==> config.mk <==
export PLATFORM = sky130hd
export DESIGN_NAME = program_sequencer_flat
export DESIGN_NICKNAME = d
export VERILOG_FILES = /design/src/rtl/program_sequencer_if.sv /design/src/rtl/program_sequencer.sv /design/src/flat_wrapper.sv
export SDC_FILE = /design/constraint.sdc
export NUM_CORES = 1
export LEC_CHECK = 0
export CORE_MARGIN = 2
export CORE_UTILIZATION = 45
export DETAILED_ROUTE_END_ITERATION = 16
export PLACE_DENSITY_LB_ADDON = 0.15
export SLEW_MARGIN = 15
export SYNTH_ARGS = -nofsm -noshare
export SYNTH_HDL_FRONTEND = slang
export SYNTH_SLANG_ARGS = --single-unit
==> constraint.sdc <==
create_clock -name Clk -period 4.8 [get_ports Clk]
set_input_delay 0.72 -clock Clk [delete_from_list [all_inputs] [get_ports Clk]]
set_output_delay 0.72 -clock Clk [all_outputs]
set_load 0.01 [all_outputs]
==> src/rtl/program_sequencer_if.sv <==
// Handshake bundle between the run controller, its host (Go/results) and the core (Start/Ack).
interface program_sequencer_if #(
  parameter int PC_W  = 10,
  parameter int CNT_W = 16
);
  logic             Go;
  logic             CoreAck;
  logic             CoreStart;
  logic [PC_W-1:0]  StartPC;
  logic [1:0]       ProgIdx;
  logic             Busy;
  logic             ResultValid;
  logic [CNT_W-1:0] CycleCount;
  logic             AllDone;
  logic             Timeout;

  modport master (
    input  Go, CoreAck,
    output CoreStart, StartPC, ProgIdx, Busy, ResultValid, CycleCount, AllDone, Timeout
  );

  modport slave (
    output Go, CoreAck,
    input  CoreStart, StartPC, ProgIdx, Busy, ResultValid, CycleCount, AllDone, Timeout
  );
endinterface

==> src/rtl/program_sequencer.sv <==
// Launches NUM_PROGS programs on the core back to back, times each run and reports it;
// a per-program watchdog aborts the sequence when a run exceeds TIMEOUT_CYC cycles.
module program_sequencer #(
  parameter int NUM_PROGS   = 3,
  parameter int PC_W        = 10,
  parameter int CNT_W       = 16,
  parameter int START_CYC   = 2,
  parameter int PROG0_PC    = 0,
  parameter int PROG1_PC    = 0,
  parameter int PROG2_PC    = 0,
  parameter int PROG3_PC    = 0,
  parameter int TIMEOUT_CYC = 60000
) (
  input logic                 Clk,
  input logic                 Reset,
  program_sequencer_if.master bus
);

  typedef enum logic [2:0] {IDLE, LAUNCH, RUN, REPORT, DONE, ABORT} state_t;

  localparam int               LW      = (START_CYC > 1) ? $clog2(START_CYC) : 1;
  localparam logic [LW-1:0]    L_LAST  = LW'(START_CYC - 1);
  localparam logic [CNT_W-1:0] CNT_MAX = '1;
  localparam logic [CNT_W-1:0] TMO     = CNT_W'(TIMEOUT_CYC);
  localparam logic [1:0]       P_LAST  = 2'(NUM_PROGS - 1);

  state_t           state;
  logic [LW-1:0]    lcnt;
  logic [CNT_W-1:0] cnt;
  logic [CNT_W-1:0] cnt_nxt;
  logic             armed;
  logic [1:0]       idx;
  logic             done_hit;

  assign cnt_nxt  = (cnt == CNT_MAX) ? cnt : cnt + 1'b1;
  // armed is registered, so an Ack seen in the same cycle that arms cannot complete
  assign done_hit = armed && bus.CoreAck;
  assign bus.ProgIdx = idx;

  // idx only moves on the REPORT->LAUNCH edge, so this decode is stable while Busy
  always_comb begin
    bus.StartPC = PC_W'(PROG0_PC);
    case (idx)
      2'd0: bus.StartPC = PC_W'(PROG0_PC);
      2'd1: bus.StartPC = PC_W'(PROG1_PC);
      2'd2: bus.StartPC = PC_W'(PROG2_PC);
      2'd3: bus.StartPC = PC_W'(PROG3_PC);
      default: bus.StartPC = PC_W'(PROG0_PC);
    endcase
  end

  always_ff @(posedge Clk or negedge Reset) begin
    if (!Reset) begin
      state           <= IDLE;
      lcnt            <= '0;
      cnt             <= '0;
      armed           <= 1'b0;
      idx             <= '0;
      bus.CoreStart   <= 1'b0;
      bus.Busy        <= 1'b0;
      bus.ResultValid <= 1'b0;
      bus.CycleCount  <= '0;
      bus.AllDone     <= 1'b0;
      bus.Timeout     <= 1'b0;
    end else begin
      case (state)
        IDLE, DONE, ABORT: begin
          if (bus.Go) begin
            state         <= LAUNCH;
            idx           <= '0;
            lcnt          <= '0;
            bus.AllDone   <= 1'b0;
            bus.Timeout   <= 1'b0;
            bus.Busy      <= 1'b1;
            bus.CoreStart <= 1'b1;
          end
        end
        LAUNCH: begin
          cnt   <= '0;
          armed <= 1'b0;
          if (lcnt == L_LAST) begin
            bus.CoreStart <= 1'b0;
            state         <= RUN;
          end else begin
            lcnt <= lcnt + 1'b1;
          end
        end
        RUN: begin
          cnt <= cnt_nxt;
          if (!armed && !bus.CoreAck) armed <= 1'b1;
          // completion is tested first so it wins over a same-cycle watchdog hit
          if (done_hit) begin
            state           <= REPORT;
            bus.ResultValid <= 1'b1;
            bus.CycleCount  <= cnt_nxt;
          end else if (cnt_nxt >= TMO) begin
            state       <= ABORT;
            bus.Timeout <= 1'b1;
            bus.Busy    <= 1'b0;
          end
        end
        REPORT: begin
          bus.ResultValid <= 1'b0;
          if (idx == P_LAST) begin
            state       <= DONE;
            bus.AllDone <= 1'b1;
            bus.Busy    <= 1'b0;
          end else begin
            idx           <= idx + 1'b1;
            lcnt          <= '0;
            bus.CoreStart <= 1'b1;
            state         <= LAUNCH;
          end
        end
        default: state <= IDLE;
      endcase
    end
  end

endmodule

==> src/flat_wrapper.sv <==
// flat-port wrapper written by rule: the top's interface ports become plain ports
module program_sequencer_flat 
#(
  parameter int NUM_PROGS   = 3,
  parameter int PC_W        = 10,
  parameter int CNT_W       = 16,
  parameter int START_CYC   = 2,
  parameter int PROG0_PC    = 0,
  parameter int PROG1_PC    = 0,
  parameter int PROG2_PC    = 0,
  parameter int PROG3_PC    = 0,
  parameter int TIMEOUT_CYC = 60000
)
  (Clk, Reset, bus_Go, bus_CoreAck, bus_CoreStart, bus_StartPC, bus_ProgIdx, bus_Busy, bus_ResultValid, bus_CycleCount, bus_AllDone, bus_Timeout);
  program_sequencer_if #(.PC_W(PC_W), .CNT_W(CNT_W)) bus_i ();
  input logic Clk;
  input logic Reset;
  input wire logic [$bits(bus_i.Go)-1:0] bus_Go;
  input wire logic [$bits(bus_i.CoreAck)-1:0] bus_CoreAck;
  output wire logic [$bits(bus_i.CoreStart)-1:0] bus_CoreStart;
  output wire logic [$bits(bus_i.StartPC)-1:0] bus_StartPC;
  output wire logic [$bits(bus_i.ProgIdx)-1:0] bus_ProgIdx;
  output wire logic [$bits(bus_i.Busy)-1:0] bus_Busy;
  output wire logic [$bits(bus_i.ResultValid)-1:0] bus_ResultValid;
  output wire logic [$bits(bus_i.CycleCount)-1:0] bus_CycleCount;
  output wire logic [$bits(bus_i.AllDone)-1:0] bus_AllDone;
  output wire logic [$bits(bus_i.Timeout)-1:0] bus_Timeout;
  assign bus_i.Go = bus_Go;
  assign bus_i.CoreAck = bus_CoreAck;
  assign bus_CoreStart = bus_i.CoreStart;
  assign bus_StartPC = bus_i.StartPC;
  assign bus_ProgIdx = bus_i.ProgIdx;
  assign bus_Busy = bus_i.Busy;
  assign bus_ResultValid = bus_i.ResultValid;
  assign bus_CycleCount = bus_i.CycleCount;
  assign bus_AllDone = bus_i.AllDone;
  assign bus_Timeout = bus_i.Timeout;
  program_sequencer #(.NUM_PROGS(NUM_PROGS), .PC_W(PC_W), .CNT_W(CNT_W), .START_CYC(START_CYC), .PROG0_PC(PROG0_PC), .PROG1_PC(PROG1_PC), .PROG2_PC(PROG2_PC), .PROG3_PC(PROG3_PC), .TIMEOUT_CYC(TIMEOUT_CYC)) u_core (.Clk(Clk), .Reset(Reset), .bus(bus_i));
endmodule
==> metrics <==
status complete, no violations; number of optimization iterations in the first detailed-route pass 4; largest vdd supply drop 0.000302 V; fraction of met3 tracks used by global routing 3.82%; number of unique standard cell types used by synthesis 48; category of the critical setup timing path flip-flop to flip-flop; critical path fanouts, max 11; family with the most delay on the worst path compound AO/OA/AOI/OAI gates; count of routing violations after the opening detailed-route iteration 199; CTS max path bufs 2; depth of the CTS H-tree 2; Tot GR Track Use 20.5%; final-report setup violation count 0; FMAX 344 MHz; total of flip-flops plus latches after synthesis 44; Synth Area per Inst 8.66 sq um; io pins 37; largest net degree at the start of global routing 45; core footprint 5570 sq um; register-to-register setup slack 1890 ps; Total Wirelength 6000 microns; fraction of met1 tracks used by global routing 26.0%; CTS tree done; buffer and inverter count on the worst path 0; Least-Margin Pin Slew 1040 ps; Wirelength per Cell 15.5 microns; met2 capacity usage during global routing 34.2%; largest cells by area after synthesis sky130_fd_sc_hd__dfrtp_1, sky130_fd_sc_hd__o21ai_0, sky130_fd_sc_hd__nand2_1; Flop pwr share 42.5%; Relative slew margins 30.5%; hold path cells 2; switching portion of total power 38.6%; depth of the most critical reg-to-reg path 8; Slowest Stage Delay on Critical Path 540 ps; Clk Tree Root Cell sky130_fd_sc_hd__clkbuf_8; post-synthesis instance total 305; die boundary width 80.6 microns; worst hold slack 480 ps; PD cells 406 nW/um^2; top-area cell type share of the netlist area 41.7%; Final nets 322; row count 27; Crit path arrival time 3100 ps; fraction of power consumed by combinational cells 36.2%; Die H 80.6 microns; clock transition at the register clock pins on the worst setup and hold paths after CTS 80 ps; hold-fix buffer count after cts 0; net switching power 0.000459 W; CTS resizes 0; vias after detailed routing 2184; library cell occupying the most area in the post-synthesis netlist sky130_fd_sc_hd__dfrtp_1; Residual DRC 0; hold wc startpoint u_core.bus.CycleCount[11]; Clock Power Share 21.3%; end point of the worst hold path u_core.bus.CycleCount[11]; Most Crowded Layer GR met2; sequential fraction of the synthesis area 41.7%; cell-internal power 0.000730 W; CTS sink count 44; R2R Path Start u_core.cnt[0]; shortest clock period the worst path allows after layout 2910 ps; leading register cell type out of synthesis sky130_fd_sc_hd__dfrtp_1; die area 6500 sq um; Yosys warnings 0; initial standard-cell utilization of the core 47.4%; remaining global-route overflow 0; clock insertion delay at the later pin of the skew report 300 ps; hold crit path type flip-flop to flip-flop; RSZ-0062 raised after global routing false; number of enable flip-flop cells after synthesis 0; initial antenna violation count 0; critical-path cell with the highest stage delay sky130_fd_sc_hd__a2111oi_0; launching element type of the critical path flip-flop; static leakage 1.21 nW; vias in the first global route 2041; global-route wire length before repair 10100 microns; Setup TNS 0 ps; fraction of the cycle the final worst path needs 60.6%; Diodes inserted 0; fraction of final layout cells sized beyond drive strength 1 6.33%; post-CTS setup-driven buffer insertion count 0; growth of design area from synthesis to finish 10.7%; max-cap violation count 0; GP Congestion 0.960; asr flop ratio synth 100%; half-perimeter wire length after detailed placement 4180 microns; TritonCTS Buffers 5; count of final max-slew check failures 0; number of filler cells placed in the layout 549; via/cell ratio 5.63; Fin. Hold Viols 0; terminus of the critical flop-to-flop path u_core.bus.Timeout; worst path required time 4990 ps; final setup skew 3.89 ps; netlist area before placement 2640 sq um; CP cell instances ha_1, and4_1, nand4_1, a2111oi_0, a211o_1, o31a_1, nand2_1, a32o_1; post-route ant nets 0; kind of capture point of the worst setup path flip-flop; Port-buffer cells 26
## cell usage in the layout (no fill, tap or decap), types with 2 or more instances in the layout
master                            count
sky130_fd_sc_hd__a21o_1               4
sky130_fd_sc_hd__a21oi_1             20
sky130_fd_sc_hd__a22o_1               4
sky130_fd_sc_hd__a31oi_1              6
sky130_fd_sc_hd__a32o_1               2
sky130_fd_sc_hd__and3_1               4
sky130_fd_sc_hd__and4_1               4
sky130_fd_sc_hd__clkbuf_8             7
sky130_fd_sc_hd__clkdlybuf4s50_1     25
sky130_fd_sc_hd__conb_1              10
sky130_fd_sc_hd__dfrtp_1             44
sky130_fd_sc_hd__ha_1                 2
sky130_fd_sc_hd__inv_1                6
sky130_fd_sc_hd__mux2_2               3
sky130_fd_sc_hd__mux2i_1              3
sky130_fd_sc_hd__nand2_1             47
sky130_fd_sc_hd__nand2b_1             3
sky130_fd_sc_hd__nand3_1             10
sky130_fd_sc_hd__nand3_4              2
sky130_fd_sc_hd__nand4_1              5
sky130_fd_sc_hd__nor2_1              20
sky130_fd_sc_hd__nor3_1               2
sky130_fd_sc_hd__nor4_1               2
sky130_fd_sc_hd__o21a_1               2
sky130_fd_sc_hd__o21ai_0             38
sky130_fd_sc_hd__o31ai_1              7
sky130_fd_sc_hd__or2_2                2
sky130_fd_sc_hd__or3_1                3
sky130_fd_sc_hd__xnor2_1              5
sky130_fd_sc_hd__xor2_1               6
## cells in the mapped netlist (2+ instances only)
master                     count
sky130_fd_sc_hd__a21o_1        4
sky130_fd_sc_hd__a21oi_1      20
sky130_fd_sc_hd__a22o_1        4
sky130_fd_sc_hd__a31oi_1       6
sky130_fd_sc_hd__a32o_1        2
sky130_fd_sc_hd__and3_1        4
sky130_fd_sc_hd__and4_1        4
sky130_fd_sc_hd__buf_2         5
sky130_fd_sc_hd__buf_4        16
sky130_fd_sc_hd__buf_6         2
sky130_fd_sc_hd__clkbuf_1      9
sky130_fd_sc_hd__dfrtp_1      44
sky130_fd_sc_hd__ha_1          2
sky130_fd_sc_hd__inv_1         6
sky130_fd_sc_hd__mux2_2        3
sky130_fd_sc_hd__mux2i_1       3
sky130_fd_sc_hd__nand2_1      47
sky130_fd_sc_hd__nand2b_1      3
sky130_fd_sc_hd__nand3_1      10
sky130_fd_sc_hd__nand3_4       2
sky130_fd_sc_hd__nand4_1       5
sky130_fd_sc_hd__nor2_1       20
sky130_fd_sc_hd__nor3_1        2
sky130_fd_sc_hd__nor4_1        2
sky130_fd_sc_hd__o21a_1        2
sky130_fd_sc_hd__o21ai_0      38
sky130_fd_sc_hd__o31ai_1       7
sky130_fd_sc_hd__or2_2         2
sky130_fd_sc_hd__or3_1         3
sky130_fd_sc_hd__xnor2_1       5
sky130_fd_sc_hd__xor2_1        6
## power by group through the flow
stage | Clock [W] | Sequential (W) | Combinational (W)
final | 0.000253 | 0.000505 | 0.000431
after global routing | 0.000275 | 0.000516 | 0.000483
after CTS | 0.000261 | 0.000504 | 0.000430
after detailed placement | 0 | 0.000511 | 0.000428
after global placement | 0 | 0.000510 | 0.000425
after floorplan | 0 | 0.000490 | 0.000304
## through the flow
stage          area [sq um]  power (W)  util, %  setup slack (ps)  instances
3_5_place_dp           2830   0.000939     50.7              1950        381
4_1_cts                2920    0.00120     52.5              1930        388
3_3_place_gp           2830   0.000935     50.7              2050        381
2_1_floorplan          2680   0.000794        -              2590        314
6_report               2920    0.00119     52.5              1890        388
5_1_grt                2920    0.00127     52.5              1590        388
## tightest hold or removal path, cell delays in order, from the launching register on
cell	delay [ps]
sky130_fd_sc_hd__dfrtp_1	350
sky130_fd_sc_hd__nand2_1	50
sky130_fd_sc_hd__o21ai_0	60
## routing by layer
| metal | part of all wire, % | wire length, microns | vias to the layer above |
|---|---|---|---|
| met1 | 46 | 2770 | 1028 |
| met3 | 4.9 | 292 | 8 |
| met2 | 47 | 2820 | 61 |
| met5 | 0 | 0 | - |
| met4 | 1.9 | 112 | 0 |
| li1 | - | - | 1087 |
## cell families (layout without fill, tap and decap cells)
kind of cell | count (synthesis) | after routing | synth area share (%)
compound gates | 92 | 92 | 21.1
xor+xnor | 11 | 11 | 3.65
buf+inv | 38 | 40 | 8.48
simple gates | 111 | 111 | 21.6
mux | 6 | 6 | 2.41
flops | 44 | 44 | 41.7
fa+ha+maj | 2 | 2 | 0.947
other cells | 1 | 10 | 0.142
## sequential cells by signal, summed over array words and instances, names as in the netlist
name,cells
u_core.bus.AllDone,1
u_core.state,3
u_core.armed,1
u_core.lcnt,1
u_core.bus.Timeout,1
u_core.bus.CycleCount,16
u_core.bus.ProgIdx,2
u_core.bus.CoreStart,1
u_core.bus.ResultValid,1
u_core.bus.Busy,1
u_core.cnt,16
## cell type report
type	instances	area, sq um	area share (%)
timing repair buffer	27	263	8.99
inverter	6	22.5	0.770
multi-input combinational	232	1350	46.2
clock buffer	7	96.3	3.29
tap	72	90.1	3.08
sequential	44	1100	37.7
## worst max-delay path by stage
| stage | from | end | slack, ps | cells after the start |
|---|---|---|---|---|
| finish | u_core.cnt[0] | u_core.bus.Timeout | 1890 | 8 |
| global route | u_core.cnt[0] | u_core.bus.Busy | 1590 | 8 |
| CTS | u_core.cnt[0] | u_core.bus.Timeout | 1930 | 8 |
| detailed placement | u_core.cnt[0] | u_core.bus.Timeout | 1950 | 8 |
| global placement | u_core.cnt[0] | u_core.state[0] | 2050 | 8 |
| floorplan | u_core.cnt[0] | u_core.cnt[7] | 2590 | 10 |
No activity file was read; power rests on OpenSTA's default activity.
